**src/rtl/sg_uart_rx_mon.sv**
```systemverilog
// sg_uart_rx_mon: serial receive monitor for 8N1 frames at a programmable
// bit period. Received bytes go into a small FIFO that is popped with a
// valid/ready handshake. The block also reports framing errors, sticky
// overrun and a count of good bytes received.
module sg_uart_rx_mon #(
  parameter int unsigned FIFO_DEPTH = 4,
  parameter int unsigned CNT_W      = 16
) (
  input  logic             CLK,
  input  logic             RESET,
  input  logic             RXD,
  input  logic [19:0]      BAUDDIV,
  output logic [7:0]       RX_DATA,
  output logic             RX_VALID,
  input  logic             RX_READY,
  output logic             FRAME_ERR,
  output logic             OVERRUN,
  input  logic             CLR_STATUS,
  output logic [CNT_W-1:0] BYTE_CNT,
  output logic             BUSY
);

  localparam int unsigned AW = (FIFO_DEPTH > 1) ? $clog2(FIFO_DEPTH) : 1;
  localparam logic [AW:0] DEPTH_C = (AW + 1)'(FIFO_DEPTH);

  typedef enum logic [2:0] {
    S_IDLE,
    S_START,
    S_DATA,
    S_STOP,
    S_WAIT_HIGH
  } state_t;

  // Synchroniser and edge detect
  logic sync1_q;
  logic rxs_q;
  logic rxs_prev_q;

  // Receiver FSM
  state_t      state_q, state_d;
  logic [19:0] cnt_q, cnt_d;
  logic [19:0] div_q, div_d;
  logic [2:0]  idx_q, idx_d;
  logic [7:0]  shift_q, shift_d;
  logic        frame_err_q, frame_err_d;
  logic        push;
  logic [19:0] div_clamped;

  // FIFO and status
  logic [7:0]       mem_q [FIFO_DEPTH];
  logic [AW-1:0]    wr_ptr_q, wr_ptr_d;
  logic [AW-1:0]    rd_ptr_q, rd_ptr_d;
  logic [AW:0]      count_q, count_d;
  logic             pop;
  logic             full;
  logic             push_ok;
  logic             ovr_evt;
  logic             overrun_q, overrun_d;
  logic [CNT_W-1:0] byte_cnt_q, byte_cnt_d;

  assign div_clamped = (BAUDDIV < 20'd16) ? 20'd16 : BAUDDIV;

  // Two-flop synchroniser on the asynchronous line, plus one delay for edge detect
  always_ff @(posedge CLK or posedge RESET) begin
    if (RESET) begin
      sync1_q    <= 1'b1;
      rxs_q      <= 1'b1;
      rxs_prev_q <= 1'b1;
    end else begin
      sync1_q    <= RXD;
      rxs_q      <= sync1_q;
      rxs_prev_q <= rxs_q;
    end
  end

  // Receiver state register and datapath registers
  always_ff @(posedge CLK or posedge RESET) begin
    if (RESET) begin
      state_q     <= S_IDLE;
      cnt_q       <= '0;
      div_q       <= 20'd16;
      idx_q       <= '0;
      shift_q     <= '0;
      frame_err_q <= 1'b0;
    end else begin
      state_q     <= state_d;
      cnt_q       <= cnt_d;
      div_q       <= div_d;
      idx_q       <= idx_d;
      shift_q     <= shift_d;
      frame_err_q <= frame_err_d;
    end
  end

  // Receiver next-state: counters hold (cycles to wait - 1), so a bit is
  // sampled exactly div_q cycles after the previous sample.
  always_comb begin
    state_d     = state_q;
    cnt_d       = cnt_q;
    div_d       = div_q;
    idx_d       = idx_q;
    shift_d     = shift_q;
    frame_err_d = 1'b0;
    push        = 1'b0;
    unique case (state_q)
      S_IDLE: begin
        if (rxs_prev_q && !rxs_q) begin
          div_d   = div_clamped;
          cnt_d   = (div_clamped >> 1) - 20'd1;
          state_d = S_START;
        end
      end
      S_START: begin
        if (cnt_q != '0) begin
          cnt_d = cnt_q - 20'd1;
        end else if (rxs_q) begin
          state_d = S_IDLE;
        end else begin
          cnt_d   = div_q - 20'd1;
          idx_d   = '0;
          state_d = S_DATA;
        end
      end
      S_DATA: begin
        if (cnt_q != '0) begin
          cnt_d = cnt_q - 20'd1;
        end else begin
          shift_d[idx_q] = rxs_q;
          cnt_d          = div_q - 20'd1;
          if (idx_q == 3'd7) begin
            state_d = S_STOP;
          end else begin
            idx_d = idx_q + 3'd1;
          end
        end
      end
      S_STOP: begin
        if (cnt_q != '0) begin
          cnt_d = cnt_q - 20'd1;
        end else if (rxs_q) begin
          push    = 1'b1;
          state_d = S_IDLE;
        end else begin
          frame_err_d = 1'b1;
          state_d     = S_WAIT_HIGH;
        end
      end
      S_WAIT_HIGH: begin
        if (rxs_q) begin
          state_d = S_IDLE;
        end
      end
      default: begin
        state_d = S_IDLE;
      end
    endcase
  end

  assign BUSY      = (state_q != S_IDLE);
  assign FRAME_ERR = frame_err_q;

  // FIFO control: a pop in the same cycle frees the slot a full-FIFO push needs
  assign pop      = RX_VALID && RX_READY;
  assign full     = (count_q == DEPTH_C);
  assign push_ok  = push && (!full || pop);
  assign ovr_evt  = push && full && !pop;
  assign RX_VALID = (count_q != '0);
  assign RX_DATA  = RX_VALID ? mem_q[rd_ptr_q] : '0;

  // FIFO pointer/occupancy and status next-state
  always_comb begin
    wr_ptr_d   = wr_ptr_q;
    rd_ptr_d   = rd_ptr_q;
    count_d    = count_q;
    overrun_d  = overrun_q;
    byte_cnt_d = byte_cnt_q;
    if (push_ok) begin
      wr_ptr_d = wr_ptr_q + AW'(1);
    end
    if (pop) begin
      rd_ptr_d = rd_ptr_q + AW'(1);
    end
    if (push_ok && !pop) begin
      count_d = count_q + (AW + 1)'(1);
    end else if (pop && !push_ok) begin
      count_d = count_q - (AW + 1)'(1);
    end
    if (ovr_evt) begin
      overrun_d = 1'b1;
    end else if (CLR_STATUS) begin
      overrun_d = 1'b0;
    end
    if (push_ok) begin
      byte_cnt_d = (CLR_STATUS ? '0 : byte_cnt_q) + CNT_W'(1);
    end else if (CLR_STATUS) begin
      byte_cnt_d = '0;
    end
  end

  // FIFO storage, pointers and status registers
  always_ff @(posedge CLK or posedge RESET) begin
    if (RESET) begin
      for (int unsigned i = 0; i < FIFO_DEPTH; i++) begin
        mem_q[i] <= '0;
      end
      wr_ptr_q   <= '0;
      rd_ptr_q   <= '0;
      count_q    <= '0;
      overrun_q  <= 1'b0;
      byte_cnt_q <= '0;
    end else begin
      if (push_ok) begin
        mem_q[wr_ptr_q] <= shift_q;
      end
      wr_ptr_q   <= wr_ptr_d;
      rd_ptr_q   <= rd_ptr_d;
      count_q    <= count_d;
      overrun_q  <= overrun_d;
      byte_cnt_q <= byte_cnt_d;
    end
  end

  assign OVERRUN  = overrun_q;
  assign BYTE_CNT = byte_cnt_q;

endmodule

```
**config.mk**
```make
export PLATFORM = sky130hd
export DESIGN_NAME = sg_uart_rx_mon
export DESIGN_NICKNAME = d
export VERILOG_FILES = /design/src/rtl/sg_uart_rx_mon.sv
export SDC_FILE = /design/constraint.sdc
export NUM_CORES = 1
export LEC_CHECK = 0
export CAP_MARGIN = 5
export CORE_UTILIZATION = 52
export DETAILED_ROUTE_END_ITERATION = 10
export DONT_BUFFER_PORTS = 1
export HOLD_SLACK_MARGIN = 0.02
export PLACE_DENSITY = 0.67
export SYNTH_ARGS = -nofsm -noshare
export SYNTH_HDL_FRONTEND = slang
export SYNTH_SLANG_ARGS = --single-unit
```
**constraint.sdc**
```tcl
create_clock -name CLK -period 7.05 [get_ports CLK]
set_clock_uncertainty 0.2 [all_clocks]
set_input_delay 1.41 -clock CLK [delete_from_list [all_inputs] [get_ports CLK]]
set_output_delay 1.41 -clock CLK [all_outputs]
set_load 0.005 [all_outputs]
```
# Word-level counts from Yosys, hierarchy flattened
# Index checks and enable logic that the tools add are counted.
# totals
out_inout_bits,28
reg_bits,114
# classes
mux,43
magnitude_cmp,6
add_sub_neg,9
eq_ne,16
n_reduce_logical,27
bitwise,3
# op_table
operator,count
20-bit 2-to-1 mux,6
20-bit case mux with 4 select lines,1
"20-bit by 1-bit subtractor with 20-bit output, second input constant",2
3-bit 2-to-1 mux,13
32-bit bitwise mux,1
16-bit 2-to-1 mux,2
8-bit 2-to-1 mux,4
"20-bit by 5-bit less-than comparator with 1-bit output, second input constant",1
20-bit nonzero test,1
"19-bit by 1-bit subtractor with 20-bit output, second input constant",1
"2-bit inequality test, second input constant",9
"16-bit by 1-bit adder with 16-bit output, second input constant",1
8-bit binary-select mux with 2-bit select,1
8-bit demux with 2-bit select,1
3-bit case mux with 5 select lines,1
"3-bit equality test, second input constant",3
1-bit logical AND,9
1-bit 2-to-1 mux,9
8-bit bitwise mux,1
"3-bit by 1-bit adder with 3-bit output, second input constant",2
"3-bit by 2-bit equality test with 1-bit output, second input constant",2
"3-bit >= comparator, second input constant",2
2-bit inverter with 3-bit output,2
3-bit case mux with 2 select lines,1
20 further kinds,28

# Longest topological paths before layout
# depth
word_depth,8
ltp_mapped,12
mapped_depth_nobuf,11

# Least setup slack after synthesis
# No wires, ideal clock.
# synth_timing
path_type,input-to-reg
from,input port BAUDDIV[8]
to,register cnt_q[16]
stages,11
t_required_ns,6.715
t_arrival_ns,4.367
path_slack_ns,2.348
path_cell_list,or4_1 > nor3_1 > nand2_1 > nand2_1 > ha_1 > or3b_2 > or3_1 > nor4_1 > mux2_2 > nand3_1 > nand4_1
# synth_between
elab_chain_len,5
# synth_lines
item,line,source
"start, declared",12,"input logic [19:0] BAUDDIV,"
20-bit by 5-bit less-than comparator with 1-bit output,61,assign div_clamped = (BAUDDIV < 20'd16) ? 20'd16 : BAUDDIV;
20-bit 2-to-1 mux *,61,
19-bit by 1-bit subtractor with 20-bit output *,109,cnt_d = (div_clamped >> 1) - 20'd1;
20-bit 2-to-1 mux *,107,if (rxs_prev_q && !rxs_q) begin
20-bit case mux with 4 select lines *,105,unique case (state_q)
"end signal, assigned",87,cnt_q <= cnt_d;
"end, declared",41,"logic [19:0] cnt_q, cnt_d;"
# Every way passes the cells marked *; elsewhere a longest branch is shown, timed or not. The select of a mux whose other input is x is not followed.
# A chain may end at the register's enable or synchronous reset.

# Worst setup path after layout
# Ends and elaborated chain as after synthesis.

==> qor.txt <==
status = finished, final reports clean
initial core utilization = 54.1%
cts bufs inserted = 17
setup bufs post-CTS = 0
DRC violations left = 0
# IOs = 53
clock root cell = clkbuf_16
TNS Setup = 0 ns
GR Layer Usage met2 = 43.2%
FFs w/ async S/R, synth = 100%
CTS tree = built
Critical Path Sink Type = flip-flop
grt ovf = 0
Hold Vio Cnt, Final = 0
PnR Total Power = 1960 uW
final cycle utilization of the critical path = 68.2%
full die area = 0.0132 mm2
final wirelength = 15.7 mm
Final setup viols = 0
largest net degree at the start of global routing = 70
nets = 719
P per Cell Area = 269 mW/mm2
CP delay by family, top = simple AND/OR/NAND/NOR gates
Final HPWL DP = 11.2 mm
fillcell total = 1,087
Multi-input gate area = 0.00356 mm2
Slowest-stage cell, CP = or4_1
drt wl/cell = 18.2 um
ys flop type = dfrtp_1
Core Region = 0.0122 mm2
Flop pwr share = 43.2%
Clock Pin Slew Worst Setup and Hold Paths = 0.05 ns
number of flops mapped to enable cells by yosys = 0
FP Rows = 40
first-pass GRT wire length = 25.9 mm
max-cap viol count = 0
Clk pwr share = 42.3%
Ys Warns = 0
antenna viol nets, final = 0
worst slew pin tran = 1.02 ns
Comb pwr share = 14.5%
met3 usage = 7.09%
synthesized instance count = 694
register area = 0.00286 mm2
CP most frequent cell = nand2_1
post-synthesis sequential area ratio = 43.3%
maximum clock insertion buffer count = 2
number of global-route vias before repair = 5,201
largest area contributor in the netlist = dfrtp_1
met1 usage = 32.1%
IO buf count = 0
CTS sink count = 114
synthesized area per cell = 9.52 um2
global routing's busiest layer = met2
# hold bufs at CTS = 0
DR iter-0 viols = 446
Die Span Y = 115 um
Critical Path AT = 4.88 ns
Setup Crit Path Kind = in -> reg
RSZ-0062 raised after global routing = false
initial antenna violation count = 0
Antenna diodes = 0
Min Hold Slack = 0.153 ns
routed vias = 5,278
sw frac = 28.5%
Psw = 557 uW
worst-skew pair later-pin latency = 0.42 ns
syn nets = 731
Crit path largest cell delay = 0.61 ns
crit-path cells = or4_1 > nor3_1 > nand2_1 > nand2_1 > ha_1 > or3b_2 > or3_1 > nor4_1 > mux2_2 > nand3_1 > nand4_1
Max-slew headroom = 31.7%
f_max = 0.208 GHz
Peak VDD IR = 0.162 mV
main area contributors after synthesis = dfrtp_1, mux2_2, nand2_1, xnor2_1, nor2_1
Crit Path Max Fanout = 6
GP Congestion = 0.899
area delta synth->final = 10.2%
DR vias/cell = 6.12
drt pass-1 iters = 5
flops & latches, synth = 114
Hold Path Class = reg -> reg
max-slew violations = 0
top cell type's share of synthesized area = 41.7%
Finished Layout Cells = 863
CP Buf/Inv Count = 0
Post-Syn Area = 0.00660 mm2
Lkg Pwr = 0.00309 uW
Worst Path Required = 7.12 ns
crit path time final = 4.81 ns
Total GRT Usage = 25.7%
P_int = 1400 uW
Yosys cell types = 68
share of layout cells above drive strength 1 = 14.5%
post-CTS resize count = 0
Die X = 115 um
CTS H-tree depth = 4
Worst Setup Start Kind = primary input
Inst Count DP = 831
-- cell families (layout without fill, tap and decap cells) --
| kind of cell | after synthesis | in the layout | synth area share (%) |
|---|---|---|---|
| compound gates | 117 | 117 | 11.7 |
| xor+xnor | 43 | 43 | 5.70 |
| fa+ha+maj | 12 | 12 | 2.39 |
| buf+inv | 47 | 48 | 2.82 |
| flops | 114 | 114 | 43.3 |
| mux | 52 | 52 | 10.2 |
| simple gates | 309 | 309 | 23.9 |
-- power groups by stage --
stage | clock [uW] | combinational, uW | sequential (uW)
6_report | 828 | 284 | 847
5_1_grt | 875 | 320 | 857
4_1_cts | 839 | 283 | 841
3_5_place_dp | 0 | 283 | 849
3_3_place_gp | 0 | 274 | 845
2_1_floorplan | 0 | 243 | 814
-- state kept, by name (all words and copies together) (netlist names) --
register    cells
BYTE_CNT       16
FRAME_ERR       1
OVERRUN         1
cnt_q          20
count_q         3
div_q          20
idx_q           3
mem_q          32
rd_ptr_q        2
rxs_prev_q      1
rxs_q           1
shift_q         8
state_q         3
sync1_q         1
wr_ptr_q        2
-- synthesized netlist by cell type (all sizes together) (10+ instances only) --
| library cell | number |
|---|---|
| a21oi | 21 |
| and2 | 12 |
| clkbuf | 24 |
| dfrtp | 110 |
| ha | 11 |
| inv | 14 |
| mux2 | 42 |
| nand2 | 93 |
| nand3 | 26 |
| nand4 | 14 |
| nor2 | 60 |
| nor3 | 26 |
| nor4 | 14 |
| o211ai | 10 |
| o21ai | 40 |
| or3 | 13 |
| or4 | 13 |
| xnor2 | 31 |
| xor2 | 12 |
-- path summary, 6_finish.rpt --
path / startpoint / to / slack (ns) / cells after the start
worst min-delay path: sync1_q / rxs_q / 0.15 / 0
worst max register to register: cnt_q[0] / count_q[2] / 3.42 / 11
min in group asynchronous: RESET / div_q[14] / 0.74 / 1
worst min register to register: sync1_q / rxs_q / 0.15 / 0
max in group asynchronous: RESET / mem_q[24] / 4.64 / 2
worst max-delay path: BAUDDIV[8] / cnt_q[16] / 2.24 / 11
-- routing by layer --
layer / wire [um] / part of all wire (%)
met2: 7660 / 49
met4: 338 / 2.1
met1: 6770 / 43
met3: 954 / 6.1
met5: 0 / 0
-- stage by stage --
stage                     utilization, %  area [um2]  setup WS [ns]
after floorplan                        -        6600           2.35
after global placement              54.9        6700           2.02
after detailed placement            54.9        6700           1.94
after CTS                           59.6        7280           2.33
after global routing                59.6        7280           2.12
final                               59.6        7280           2.24
-- layout by cell type (no fill, tap or decap), drive strengths merged, types with 12 or more instances in the layout --
cell	synthesis	final
dfrtp	110	110
nand2	93	93
nor2	60	60
mux2	42	42
o21ai	40	40
xnor2	31	31
nand3	26	26
nor3	26	26
clkbuf	24	22
a21oi	21	21
inv	14	14
nor4	14	14
nand4	14	14
or3	13	13
or4	13	13
and2	12	12
xor2	12	12
-- worst reg2reg max path, stage by stage, from the launching register on --
cell and delay (ns):
dfrtp_1 0.40, inv_1 0.10, ha_1 0.22, or4b_1 0.56, nor3_2 0.51, and3_1 0.43
ha_1 0.25, inv_1 0.06, fa_1 0.37, xor2_1 0.17, nor2_1 0.13, xor2_1 0.15
-- area by class of cell --
cell class,count,share of cell area (%)
Inverter,14,0.756
Clock inverter,10,1.53
Tap cell,168,2.89
Timing Repair Buffer,2,0.206
Clock buffer,22,6.38
Multi-Input combinational cell,533,49.0
Sequential cell,114,39.3
(Power assumes the default switching activity.)
